--- config.mk ---
export PLATFORM = sky130hd
export DESIGN_NAME = hex_keypad_scan_flat
export DESIGN_NICKNAME = d
export VERILOG_FILES = /design/src/rtl/keypad_pkg.sv /design/src/rtl/hex_keypad_scan_if.sv /design/src/rtl/sync2.sv /design/src/rtl/hex_keypad_scan.sv /design/src/flat_wrapper.sv
export SDC_FILE = /design/constraint.sdc
export NUM_CORES = 1
export LEC_CHECK = 0
export BUFFER_PORTS_ARGS = -buffer_cell sky130_fd_sc_hd__buf_2
export CORE_ASPECT_RATIO = 0.8
export CORE_MARGIN = 4
export CORE_UTILIZATION = 30
export DETAILED_ROUTE_END_ITERATION = 16
export MAX_ROUTING_LAYER = met4
export SLEW_MARGIN = 10
export SYNTH_ARGS = -nofsm -noshare
export SYNTH_HDL_FRONTEND = slang
export SYNTH_SLANG_ARGS = --single-unit
--- constraint.sdc ---
create_clock -name clk_in -period 5.19 [get_ports clk_in]
set_clock_uncertainty 0.15 [all_clocks]
set_input_delay 0.519 -clock clk_in [delete_from_list [all_inputs] [get_ports clk_in]]
set_output_delay 0.519 -clock clk_in [all_outputs]
set_load 0.02 [all_outputs]
--- src/rtl/keypad_pkg.sv ---
// Shared types and constants for the 4x4 hex keypad scanner.
//   - kp_state_e  : press/release debounce FSM states
//   - frame_cls_e : classification of one full four-column sweep
//   - row_scan()  : decodes one column's active-high row hits into
//                   {multi, any, row_index}
package keypad_pkg;

  localparam int KP_COLS = 4;
  localparam int KP_ROWS = 4;
  localparam logic [KP_COLS-1:0] COLS_RESET = 4'b1110;

  typedef enum logic [1:0] {
    ST_IDLE,
    ST_PRESS_DB,
    ST_HELD,
    ST_RELEASE_DB
  } kp_state_e;

  typedef enum logic [1:0] {
    FR_NONE,
    FR_SINGLE,
    FR_MULTI
  } frame_cls_e;

  // The lowest hit row wins the index. That only matters when there is a
  // single hit, because a multi-hit column makes the whole frame MULTI.
  function automatic logic [3:0] row_scan(input logic [KP_ROWS-1:0] low);
    int         n;
    logic [1:0] idx;
    n   = 0;
    idx = 2'd0;
    for (int r = KP_ROWS - 1; r >= 0; r--) begin
      if (low[r]) begin
        n++;
        idx = 2'(r);
      end
    end
    return {(n > 1), (n != 0), idx};
  endfunction

endpackage

--- src/rtl/hex_keypad_scan_if.sv ---
// Keypad scanner signal bundle.
//   master : drives scan_divide_in, rows_in and clear_in (the keypad/host side)
//   slave  : the scanner. It drives cols_out, key_out, key_valid_out and value_out.
interface hex_keypad_scan_if;
  logic [19:0] scan_divide_in;
  logic [3:0]  rows_in;
  logic        clear_in;
  logic [3:0]  cols_out;
  logic [3:0]  key_out;
  logic        key_valid_out;
  logic [15:0] value_out;

  modport master (
    output scan_divide_in, rows_in, clear_in,
    input  cols_out, key_out, key_valid_out, value_out
  );

  modport slave (
    input  scan_divide_in, rows_in, clear_in,
    output cols_out, key_out, key_valid_out, value_out
  );
endinterface

--- src/rtl/sync2.sv ---
// Two-flop synchronizer with a parameterized width and reset value.
//   clk_in, rst_in : clock and synchronous active-high reset
//   d_i            : asynchronous input
//   q_o            : synchronized output, delayed by two clocks
module sync2 #(
  parameter int           W       = 1,
  parameter logic [W-1:0] RST_VAL = '0
) (
  input  logic         clk_in,
  input  logic         rst_in,
  input  logic [W-1:0] d_i,
  output logic [W-1:0] q_o
);
  logic [W-1:0] meta_q, sync_q;

  always_ff @(posedge clk_in) begin
    if (rst_in) begin
      meta_q <= RST_VAL;
      sync_q <= RST_VAL;
    end else begin
      meta_q <= d_i;
      sync_q <= meta_q;
    end
  end

  assign q_o = sync_q;
endmodule

--- src/rtl/hex_keypad_scan.sv ---
// 4x4 hex keypad scanner with frame-level debounce and a 4-digit entry register.
//   clk_in, rst_in : clock and synchronous active-high reset
//   kp (slave)     : scan_divide_in (clocks per column), rows_in (active-low),
//                    clear_in, cols_out (active-low one-cold), key_out,
//                    key_valid_out (1-cycle pulse), value_out (newest in [3:0])
module hex_keypad_scan
  import keypad_pkg::*;
#(
  parameter int DEBOUNCE_FRAMES = 3
) (
  input  logic         clk_in,
  input  logic         rst_in,
  hex_keypad_scan_if.slave kp
);
  localparam logic [3:0] DB_LIMIT = 4'(DEBOUNCE_FRAMES);

  logic [KP_ROWS-1:0] rows_sync;

  sync2 #(.W(KP_ROWS), .RST_VAL(4'hF)) u_rows_sync (
    .clk_in (clk_in),
    .rst_in (rst_in),
    .d_i    (kp.rows_in),
    .q_o    (rows_sync)
  );

  // Scanner. The >= compare lets a divider that shrinks mid-count wrap
  // immediately instead of running through 2^20 clocks.
  logic [19:0]        step_q, step_d, div_m1;
  logic               tick;
  logic [1:0]         col_q;
  logic [KP_COLS-1:0] cols_q;

  always_comb begin
    div_m1 = (kp.scan_divide_in == 20'd0) ? 20'd0 : kp.scan_divide_in - 20'd1;
    tick   = (step_q >= div_m1);
    step_d = tick ? 20'd0 : step_q + 20'd1;
  end

  always_ff @(posedge clk_in) begin
    if (rst_in) begin
      step_q <= 20'd0;
      col_q  <= 2'd0;
      cols_q <= COLS_RESET;
    end else begin
      step_q <= step_d;
      if (tick) begin
        col_q  <= col_q + 2'd1;
        cols_q <= {cols_q[KP_COLS-2:0], cols_q[KP_COLS-1]};
      end
    end
  end

  assign kp.cols_out = cols_q;

  // Frame classifier. The accumulators hold the result of the columns
  // already sampled in this frame. Column 0 ignores them, so a new frame
  // needs no separate clear.
  logic       acc_any_q, acc_multi_q;
  logic [3:0] acc_key_q;
  logic [3:0] col_hit;
  logic       prev_any, prev_multi;
  logic       frame_any, frame_multi, frame_close;
  logic [3:0] frame_key;
  frame_cls_e fcls;

  always_comb begin
    col_hit     = row_scan(~rows_sync);
    prev_any    = (col_q == 2'd0) ? 1'b0 : acc_any_q;
    prev_multi  = (col_q == 2'd0) ? 1'b0 : acc_multi_q;
    frame_any   = prev_any | col_hit[2];
    frame_multi = prev_multi | col_hit[3] | (prev_any & col_hit[2]);
    frame_key   = prev_any ? acc_key_q : {col_hit[1:0], col_q};
    frame_close = tick & (col_q == 2'd3);
    fcls        = frame_multi ? FR_MULTI : (frame_any ? FR_SINGLE : FR_NONE);
  end

  always_ff @(posedge clk_in) begin
    if (rst_in) begin
      acc_any_q   <= 1'b0;
      acc_multi_q <= 1'b0;
      acc_key_q   <= 4'd0;
    end else if (tick) begin
      acc_any_q   <= frame_any;
      acc_multi_q <= frame_multi;
      acc_key_q   <= frame_key;
    end
  end

  // Debounce FSM. It only moves at frame close.
  kp_state_e  state_q, state_d;
  logic [3:0] cand_q, cand_d, cnt_q, cnt_d;
  logic       accept;

  always_comb begin
    state_d = state_q;
    cand_d  = cand_q;
    cnt_d   = cnt_q;
    accept  = 1'b0;
    if (frame_close) begin
      case (state_q)
        ST_IDLE:
          if (fcls == FR_SINGLE) begin
            state_d = ST_PRESS_DB;
            cand_d  = frame_key;
            cnt_d   = 4'd1;
          end
        ST_PRESS_DB:
          if (fcls == FR_SINGLE) begin
            if (frame_key == cand_q) begin
              cnt_d = cnt_q + 4'd1;
              if (cnt_q + 4'd1 == DB_LIMIT) begin
                accept  = 1'b1;
                state_d = ST_HELD;
              end
            end else begin
              cand_d = frame_key;
              cnt_d  = 4'd1;
            end
          end else begin
            state_d = ST_IDLE;
          end
        ST_HELD:
          if (fcls == FR_NONE) begin
            state_d = ST_RELEASE_DB;
            cnt_d   = 4'd1;
          end
        ST_RELEASE_DB:
          if (fcls == FR_NONE) begin
            cnt_d = cnt_q + 4'd1;
            if (cnt_q + 4'd1 == DB_LIMIT) state_d = ST_IDLE;
          end else begin
            state_d = ST_HELD;
          end
        default: state_d = ST_IDLE;
      endcase
    end
  end

  // Output registers. When a clear and an accept land together, the
  // accepted key survives as the only digit.
  logic [3:0]  key_q;
  logic        kv_q;
  logic [15:0] value_q, value_d;

  always_comb begin
    value_d = value_q;
    if (kp.clear_in)
      value_d = accept ? {12'h000, cand_q} : 16'h0000;
    else if (accept)
      value_d = {value_q[11:0], cand_q};
  end

  always_ff @(posedge clk_in) begin
    if (rst_in) begin
      state_q <= ST_IDLE;
      cand_q  <= 4'd0;
      cnt_q   <= 4'd0;
      key_q   <= 4'd0;
      kv_q    <= 1'b0;
      value_q <= 16'h0000;
    end else begin
      state_q <= state_d;
      cand_q  <= cand_d;
      cnt_q   <= cnt_d;
      kv_q    <= accept;
      value_q <= value_d;
      if (accept) key_q <= cand_q;
    end
  end

  assign kp.key_out       = key_q;
  assign kp.key_valid_out = kv_q;
  assign kp.value_out     = value_q;
endmodule

--- src/flat_wrapper.sv ---
// flat-port wrapper written by rule: the top's interface ports become plain ports
module hex_keypad_scan_flat import keypad_pkg::*;
#(
  parameter int DEBOUNCE_FRAMES = 3
)
  (clk_in, rst_in, kp_scan_divide_in, kp_rows_in, kp_clear_in, kp_cols_out, kp_key_out, kp_key_valid_out, kp_value_out);
  hex_keypad_scan_if kp_i ();
  input  logic clk_in;
  input  logic rst_in;
  input wire logic [$bits(kp_i.scan_divide_in)-1:0] kp_scan_divide_in;
  input wire logic [$bits(kp_i.rows_in)-1:0] kp_rows_in;
  input wire logic [$bits(kp_i.clear_in)-1:0] kp_clear_in;
  output wire logic [$bits(kp_i.cols_out)-1:0] kp_cols_out;
  output wire logic [$bits(kp_i.key_out)-1:0] kp_key_out;
  output wire logic [$bits(kp_i.key_valid_out)-1:0] kp_key_valid_out;
  output wire logic [$bits(kp_i.value_out)-1:0] kp_value_out;
  assign kp_i.scan_divide_in = kp_scan_divide_in;
  assign kp_i.rows_in = kp_rows_in;
  assign kp_i.clear_in = kp_clear_in;
  assign kp_cols_out = kp_i.cols_out;
  assign kp_key_out = kp_i.key_out;
  assign kp_key_valid_out = kp_i.key_valid_out;
  assign kp_value_out = kp_i.value_out;
  hex_keypad_scan #(.DEBOUNCE_FRAMES(DEBOUNCE_FRAMES)) u_core (.clk_in(clk_in), .rst_in(rst_in), .kp(kp_i));
endmodule
==> flow_metrics.tcl, run 1 <==
set metrics [dict create \
    layout_setup_ws_ps 1055 \
    critPathKind "input port to flop" \
    setup_viol 0 \
    wl_per_cell_um 12.19 \
    rsz0062_at_grt "false" \
    drc 0 \
    fp.dieArea_um2 15880 \
    grt_pass1_wl_um 15280 \
    via_per_inst 4.688 \
    dpl.hpwl_um 6706 \
    grt_pass1_vias 3320 \
    drt-initial-drc-count 189 \
    worstReg2RegEnd "u_core.kp.value_out[2]" \
    rrSetupSlack_ps 2130 \
    synth.ff_latch_count 71 \
    synth.most_common_cell "dfxtp_1" \
    cp.arrival_ps 4210 \
    ir_drop_mv 0.1504 \
    rows 38 \
    clkLatencyLatePin_ps 340 \
    synth_cell_types 66 \
    outcome "finished, final reports clean" \
    hold_start "kp_rows_in[2]" \
    cp-end-kind "flop" \
    synth_area_leaders "dfxtp_1 34%, ha_1 9.0%, mux2i_1 7.0%, nor2_1 5.9%, nand2_1 5.8%" \
    cts.sink_count 71 \
    worstReg2RegStart "u_core.u_rows_sync.q_o[2]" \
    overflow 0 \
    cts_tree "yes" \
    whs_path_depth 2 \
    startpoint_type "input port" \
    dieHeight_um 113.5 \
    cts_root_buf "clkbuf_16" \
    critPathRequiredTime_ps 5260 \
    r2r_cells 12 \
    syn_avg_cell_area_um2 8.714 \
    ant_nets 0 \
    nets 587 \
    synth_common_cells "71 x dfxtp_1, 66 x nor2_1, 64 x nand2_1" \
    hold_end "u_core.u_rows_sync.meta_q[2]" \
    ctsResizeCount 0 \
    cp_max_fo 8 \
    drive_gt1_share_pct 19.81 \
    ys_dominant_reg_cell "dfxtp_1" \
    finalCriticalPeriod_ps 4135 \
    drt_pre_antenna_iters 6 \
    fp.coreArea_um2 13600 \
    synth_edf_count 0 \
    synthToLayoutAreaGrowth_pct 17.18 \
    n_antenna_cell 0 \
    max_freq_mhz 241.8 \
    fin_crit_sh_pct 79.68 \
    holdBufCountCts 0 \
    holdWs_ps 216.7 \
    syn_area_um2 4174 \
    fin_tns_setup_ps 0 \
    portBuffers 51 \
    hold_path.class "input port to flop" \
    path_clk_slew_ps 60 \
    async_flop_share_pct 0 \
    grt_max_degree 39 \
    antenna_found_initial 0 \
    fill_cells 1394 \
    track_usage_pct 11.75 \
    clock_path_buffers 2 \
    seq_area_frac_synth_pct 34.05 \
    synth_top_area_cell "dfxtp_1" \
    powerDensity_nw_per_um2 258.2 \
    fp.dieW_um 139.9 \
    pre_cts_slack_ps 667.9 \
    initial_core_util_pct 30.70 \
    slew_violations 0 \
    cap_violations 0 \
    wl_um 8717 \
    cts.htree.levels 3 \
    cts_buffers 9 \
    post_cts_buffers 0 \
    leakage_nw 2.257 \
    syn_inst 479 \
    ys_warn_count 0 \
    globalplace.congestion 0.7987 \
    hold_violations 0 \
    num_vias 3352 \
    synth_top_cell_area_share_pct 34.05 \
    ios 52 \
    synth_nets 536 \
    slew_headroom_pct 55.94 \
    tightestPinTransition_ps 661.0 \
]
==> report_power, final <==
part,switching [W],internal [W],total (W),leakage (nW)
combinational,0.0000549,0.0000397,0.0000947,1.55
clock,0.000242,0.000371,0.000613,0.134
sequential,0.00000497,0.000550,0.000555,0.574
==> placed cells by master (no fill, tap or decap), drive strengths merged, types with 13 or more instances in the layout <==
cell,instances
inv,17
xnor2,15
or2,13
buf,56
ha,30
xor2,27
o21ai,15
nor2,67
nor3,14
a21oi,13
mux2i,29
nand2,64
dfxtp,71
==> logic make-up (layout without fill, tap and decap cells) <==
kind of cell             count (synthesis)  in the layout  share of synthesized area (%)
AO/OA/AOI/OAI                           54             54                          9.623
XOR/XNOR                                43             43                          9.383
adder cells (fa/ha/maj)                 30             30                          8.993
buffers and inverters                   33             89                          4.077
flip-flops                              71             71                          34.05
multiplexers                            30             30                          7.224
AND/OR/NAND/NOR                        218            218                          26.65
==> cell type report <==
cell class	count	area, µm²	area share, %
Sequential cell	71	1421	29.06
Inverter	17	63.81	1.305
Timing Repair Buffer	56	292.8	5.986
Tap cell	180	225.2	4.605
Clock inverter	7	73.82	1.509
Clock buffer	9	225.2	4.605
Multi-Input combinational cell	375	2589	52.93
==> state kept, by name (all words and copies together) (netlist names) <==
register	cells
u_core.cand_q	4
u_core.state_q	2
u_core.kp.key_valid_out	1
u_core.cnt_q	4
u_core.step_q	20
u_core.kp.value_out	16
u_core.col_q	2
u_core.u_rows_sync.q_o	4
u_core.u_rows_sync.meta_q	4
u_core.acc_any_q	1
u_core.kp.key_out	4
u_core.acc_multi_q	1
u_core.kp.cols_out	4
u_core.acc_key_q	4
==> routing by layer <==
layer	wire [µm]	global-route usage (%)	vias to the layer above
li1	-	-	1748
met1	4198	14.49	1560
met2	4137	19.22	34
met3	315	3.143	10
met4	65	3.099	0
met5	0	-	-
==> worst max-delay path, cell delays in order <==
cell     delay (ps)
buf_2           120
or4_4           540
nor3_2          140
nand2_1          90
or2_4           290
nor4_4          180
nor3b_2         230
mux2i_1         100
ha_1            320
nand4_1          90
nor3_1          250
nand2_1         100
o21ai_2         400
o21ai_1         180
a211o_1         340
mux2_1          330
==> how the worst max path moves through the flow <==
stage	startpoint	end	slack, ps	cells after the start
after floorplan	kp_scan_divide_in[5]	u_core.kp.value_out[10]	1200	16
after global placement	kp_scan_divide_in[5]	u_core.cand_q[2]	770	16
after detailed placement	kp_scan_divide_in[5]	u_core.cand_q[2]	670	16
after CTS	kp_scan_divide_in[5]	u_core.cand_q[2]	1030	16
after global routing	kp_scan_divide_in[5]	u_core.cand_q[2]	750	16
final	kp_scan_divide_in[5]	u_core.cand_q[2]	1050	16
==> per-stage QoR <==
step                      instance area [µm²]  instances  util, %   power, W
after CTS                                4891        715    35.97   0.001282
after global routing                     4891        715    35.97   0.001310
after floorplan                          4174        479        -  0.0006307
after global placement                   4592        699    33.77  0.0006577
after detailed placement                 4592        699    33.77  0.0006620
final                                    4891        715    35.97   0.001263
Note: power is estimated with default switching activity, not from simulation.
==> run 2, diff against run 1 <==
==> constraint.sdc (replaced) <==
create_clock -name clk_in -period 4.1 [get_ports clk_in]
set_clock_uncertainty 0.15 [all_clocks]
set_input_delay 0.41 -clock clk_in [delete_from_list [all_inputs] [get_ports clk_in]]
set_output_delay 0.41 -clock clk_in [all_outputs]
set_load 0.02 [all_outputs]
==> run 2 against run 1 <==
Wire length grew 0.67%. Register-to-register slack lost 1100 ps. Sequential share of layout area shrank 1.2 points. Total power grew 27%. Combinational power grew 32%. Global-route usage grew 0.15 points. Flip-flop and latch count is the same. Via count grew 3.8%. First-iteration DRC count shrank 17%. Highest routed layer unchanged. Worst setup slack lost 720 ps. Utilization grew 1.6 points. Sequential power grew 26%.
==> flow_metrics.tcl, run 2 (synthesis results as in run 1) <==
set metrics [dict create \
    overflow 0 \
    cp_max_fo 5 \
    via_per_inst 4.722 \
    dieHeight_um 113.5 \
    fin_crit_sh_pct 91.81 \
    powerDensity_nw_per_um2 313.3 \
    fp.dieW_um 139.9 \
    post_cts_buffers 0 \
    cts.sink_count 71 \
    worstReg2RegEnd "u_core.kp.value_out[2]" \
    globalplace.congestion 0.8191 \
    holdBufCountCts 0 \
    rrSetupSlack_ps 1050 \
    grt_pass1_wl_um 15510 \
    startpoint_type "input port" \
    antenna_found_initial 0 \
    finalPower_w 0.001600 \
    hold_path.class "input port to flop" \
    fp.coreArea_um2 13600 \
    synthToLayoutAreaGrowth_pct 22.33 \
    grt_pass1_vias 3465 \
    tightestPinTransition_ps 669.6 \
    rows 38 \
    slew_headroom_pct 55.02 \
    critPathRequiredTime_ps 4140 \
    whs_path_depth 2 \
    clkLatencyLatePin_ps 330 \
    largest_reg_flops 20 \
    clock_path_buffers 2 \
    track_usage_pct 11.90 \
    setup_viol 0 \
    portBuffers 51 \
    n_antenna_cell 0 \
    critPathKind "input port to flop" \
    grt_max_degree 39 \
    dpl.hpwl_um 6924 \
    nets 609 \
    final_area_um2 5106 \
    initial_core_util_pct 30.70 \
    fill_cells 1414 \
    cap_violations 0 \
    outcome "finished, final reports clean" \
    finalCriticalPeriod_ps 3764 \
    cts_buffers 9 \
    dpl_cell_area_um2 4795 \
    cts_root_buf "clkbuf_16" \
    layout_commonest_cell "dfxtp_1" \
    largest_register "u_core.step_q" \
    hold_start "kp_rows_in[2]" \
    r2r_cells 12 \
    hold_end "u_core.u_rows_sync.meta_q[2]" \
    drive_gt1_share_pct 22.98 \
    rsz0062_at_grt "false" \
    ant_nets 0 \
    max_freq_mhz 265.7 \
    hold_violations 0 \
    ctsResizeCount 0 \
    fin_util_pct 37.55 \
    worstReg2RegStart "u_core.u_rows_sync.q_o[2]" \
    layout_common_cells "71 x dfxtp_1, 66 x nor2_1, 64 x nand2_1" \
    cts.htree.levels 3 \
    cts_tree "yes" \
    ir_drop_mv 0.1784 \
    ios 52 \
    fp.dieArea_um2 15880 \
    wl_um 8775 \
    slew_violations 0 \
    drt_pre_antenna_iters 4 \
    drc 0 \
    leakage_nw 2.391 \
    drt-initial-drc-count 157 \
    cp.arrival_ps 3800 \
    fin_tns_setup_ps 0 \
    path_clk_slew_ps 60 \
    wl_per_cell_um 11.91 \
    cp-end-kind "flop" \
    num_vias 3480 \
]
==> run 2: changes by cell type in the layout (fill, tap and decap cells not counted), sizes merged <==
cell      before  now
clkbuf         9   10
clkinv         2    3
buf           56   78
inv           17   18
clkinvlp       4    1
==> run 2: area by class of cell <==
class | instances | area, µm² | area share [%]
multi-input combinational | 375 | 2603 | 50.97
sequential | 71 | 1421 | 27.84
timing repair buffer | 78 | 495.5 | 9.703
clock buffer | 10 | 229.0 | 4.484
tap | 180 | 225.2 | 4.411
clock inverter | 6 | 68.82 | 1.348
inverter | 17 | 63.81 | 1.250
==> run 2: report_power, final <==
part,internal (W),switching (W)
clock,0.000474,0.000298
sequential,0.000696,0.00000611
combinational,0.0000545,0.0000708
==> run 2: per-stage QoR <==
step	instances	setup WS, ps	hold slack (ps)
floorplan	479	219.5	239.5
global placement	721	-4.770	242.9
detailed placement	721	-106.3	243.7
CTS	737	248.6	95.26
global route	737	1.492	111.5
finish	737	336.0	110.3
==> run 2: worst max-delay path by stage <==
stage / startpoint / to / slack [ps]
final: kp_scan_divide_in[5] / u_core.acc_key_q[1] / 340
after floorplan: kp_scan_divide_in[5] / u_core.kp.value_out[10] / 220
after global routing: kp_scan_divide_in[5] / u_core.acc_any_q / 1
after global placement: kp_scan_divide_in[5] / u_core.cnt_q[0] / -5
after CTS: kp_scan_divide_in[5] / u_core.cnt_q[0] / 250
after detailed placement: kp_scan_divide_in[5] / u_core.cnt_q[0] / -110
==> run 2: critical path, cell delays in order <==
cell	delay [ps]
buf_2	100
or4_4	540
nor3_2	140
nand2_1	90
or2_4	260
nor4_4	160
nor3b_2	230
mux2i_1	210
ha_1	290
and4_1	180
a221oi_2	260
o21ai_2	150
buf_4	180
o21ai_1	190
buf_4	170
mux2i_1	180
nor2_1	60
==> run 2: per-layer routing <==
metal  wire length (µm)  GRT usage (%)  vias to the layer above
li1                   -              -                     1798
met1               4301          14.95                     1642
met2               4118          19.19                       27
met3                211          2.682                       13
met4                144          3.809                        0
met5                  0              -                        -
==> run 3, diff against run 2 <==
--- a/config.mk
+++ b/config.mk
@@ -5,6 +5,7 @@
 export SDC_FILE = /design/constraint.sdc
 export NUM_CORES = 1
 export LEC_CHECK = 0
+export ABC_CLOCK_PERIOD_IN_PS = 4100
 export BUFFER_PORTS_ARGS = -buffer_cell sky130_fd_sc_hd__buf_2
 export CORE_ASPECT_RATIO = 0.8
 export CORE_MARGIN = 4
@@ -14,4 +15,5 @@
 export SLEW_MARGIN = 10
 export SYNTH_ARGS = -nofsm -noshare
 export SYNTH_HDL_FRONTEND = slang
+export SYNTH_HIERARCHICAL = 1
 export SYNTH_SLANG_ARGS = --single-unit
==> run 3 against run 2 <==
Critical endpoint is now u_core/state_q[0]. Utilization increased by 4.9 points. The run now ends with negative setup slack left. Cell area grew 7.7%. Clock-buffer cell count stayed put. Highest routed layer unchanged. Global-route usage grew 1.2 points. Wire length is 11% higher.
==> flow_metrics.tcl, run 3 <==
set metrics [dict create \
    outcome "finished, violations left" \
    violations "negative setup slack" \
    clock_path_buffers 2 \
    syn_area_um2 3993 \
    ios 52 \
    via_per_inst 4.771 \
    drive_gt1_share_pct 29.93 \
    fin_crit_sh_pct 102.0 \
    pre_cts_slack_ps -657.4 \
    syn_avg_cell_area_um2 8.605 \
    holdBufCountCts 0 \
    synthToLayoutAreaGrowth_pct 37.70 \
    rsz0062_at_grt "true" \
    slowest_stage "or4_4" \
    r2r_cells 11 \
    hold_path.class "input port to flop" \
    track_usage_pct 13.09 \
    synth_edf_count 0 \
    hold_violations 0 \
    ys_dominant_reg_cell "dfxtp_1" \
    synth_cell_types 56 \
    dieHeight_um 111.2 \
    fp.coreArea_um2 12960 \
    cp-end-kind "flop" \
    syn_inst 464 \
    grt_pass1_vias 3376 \
    drt_pre_antenna_iters 4 \
    cap_violations 0 \
    synth.ff_latch_count 71 \
    worstReg2RegEnd "u_core/kp.value_out[6]" \
    ys_warn_count 6 \
    leakage_nw 2.308 \
    cp_common_cell "or4_4" \
    path_clk_slew_ps 60 \
    hold_end "u_core/u_rows_sync/meta_q[0]" \
    largest_reg_flops 20 \
    cp_max_fo 5 \
    portBuffers 51 \
    layout_common_cells "71 x dfxtp_1, 67 x nand2_1, 51 x buf_2" \
    slew_violations 0 \
    layout_setup_ws_ps -82.25 \
    rrSetupSlack_ps 620 \
    synth_nets 521 \
    powerDensity_nw_per_um2 307.3 \
    globalplace.congestion 0.7809 \
    async_flop_share_pct 0 \
    synth_top_cell_area_share_pct 35.60 \
    initial_core_util_pct 30.80 \
    num_vias 3545 \
    cts_buffers 9 \
    cp.arrival_ps 4270 \
    dpl.hpwl_um 6896 \
    cts_root_buf "clkbuf_16" \
    grt_max_degree 28 \
    seq_area_frac_synth_pct 35.60 \
    path_cells "buf_6 > or4_4 > or3_4 > or2_4 > or4_4 > nor3_2 > a21oi_1 > ha_1 > nand4_1 > or4_4 > o211a_4 > buf_4 > nor2_4 > buf_6 > nor2_1 > a311oi_2" \
    finalCriticalPeriod_ps 4182 \
    ant_nets 0 \
    largest_register "u_core/step_q" \
    cts_tree "yes" \
    fp.dieW_um 137.0 \
    layout_commonest_cell "dfxtp_1" \
    nets 621 \
    rows 37 \
    setup_viol 27 \
    fin_tns_setup_ps -711.2 \
    slew_headroom_pct 33.70 \
    cts.htree.levels 3 \
    synth_top_area_cell "dfxtp_1" \
    startpoint_type "input port" \
    antenna_found_initial 0 \
    drc 0 \
    synth_area_leaders "dfxtp_1 36%, ha_1 9.4%, nand2_1 6.7%, xor2_1 5.5%, mux2i_1 5.3%" \
    wl_per_cell_um 13.06 \
    fp.dieArea_um2 15230 \
    critPathRequiredTime_ps 4180 \
    n_antenna_cell 0 \
    max_freq_mhz 239.1 \
    whs_path_depth 2 \
    ir_drop_mv 0.2027 \
    tightestPinTransition_ps 990.9 \
    overflow 0 \
    wl_um 9701 \
    worstReg2RegStart "u_core/u_rows_sync/q_o[2]" \
    critPathKind "input port to flop" \
    clkLatencyLatePin_ps 330 \
    cts.sink_count 71 \
    grt_pass1_wl_um 15990 \
    hold_start "kp_rows_in[0]" \
    drt-initial-drc-count 163 \
    synth_common_cells "71 x dfxtp_1, 71 x nand2_1, 51 x nor2_1" \
    crit_path_max_incr_delay_ps 530 \
]
## run 3: layout make-up
| class | count | area, µm² |
|---|---|---|
| fill | 1277 | 7465 |
| multi-input combinational | 369 | 2786 |
| sequential | 71 | 1421 |
| timing repair buffer | 99 | 698.2 |
| clock buffer | 10 | 239.0 |
| tap | 175 | 219.0 |
| clock inverter | 5 | 81.33 |
| inverter | 14 | 52.55 |
## run 3: per-stage QoR
stage / instance area (µm²) / hold slack, ps / total power [W] / instances / utilization, %
final: 5498 / 108.7 / 0.001690 / 743 / 42.41
after global routing: 5498 / 104.8 / 0.001761 / 743 / 42.41
after CTS: 5259 / 99.47 / 0.001692 / 738 / 40.57
after detailed placement: 4726 / 239.2 / 0.0008499 / 712 / 36.46
after global placement: 4726 / 235.4 / 0.0008449 / 712 / 36.46
after floorplan: 4083 / 233.2 / 0.0007969 / 464 / -
## run 3: repair_timing
action / CTS / global route
cloned: 4 / 1
resized for setup: 24 / 53
pin swaps: 18 / 27
endpoints found under the setup margin: 62 / 63
buffers inserted: 8 / 4
## run 3: cell families (layout without fill, tap and decap cells)
family	Yosys count	after routing	share of synthesized area [%]
compound gates	66	67	11.97
xor+xnor	43	43	9.777
buf+inv	27	128	3.196
flops	71	71	35.60
mux	22	22	5.547
simple gates	205	207	24.51
fa+ha+maj	30	30	9.401
## run 3: per-layer routing
metal	up-vias	GRT usage [%]	routed length, µm
met5	-	-	0
met3	13	3.494	376
li1	1825	-	-
met1	1648	17.35	4729
met4	0	3.856	155
met2	59	19.54	4439
## run 3: report_power, final
part | switching (W) | internal (W) | leakage [nW]
clock | 0.000284 | 0.000546 | 0.155
combinational | 0.0000823 | 0.0000738 | 1.58
sequential | 0.00000662 | 0.000696 | 0.574
total | 0.000373 | 0.00132 | 2.31
## run 3: how the worst max path moves through the flow
stage,startpoint,endpoint,slack (ps),depth (start not counted)
final,kp_scan_divide_in[6],u_core/state_q[0],-80,16
after global routing,kp_scan_divide_in[6],u_core/kp.value_out[5],-240,15
after detailed placement,kp_scan_divide_in[6],u_core/state_q[0],-660,16
after floorplan,kp_scan_divide_in[6],u_core/acc_any_q,-300,13
after global placement,kp_scan_divide_in[6],u_core/cand_q[2],-520,15
after CTS,kp_scan_divide_in[6],u_core/kp.value_out[6],-170,15
## run 3: critical path, delay by kind of cell
kind / cells / cell delay (ps)
AOI/OAI and AO/OA: 3 / 610
buffers and inverters: 3 / 360
adders and majority gates: 1 / 300
and+or+nand+nor: 9 / 2570
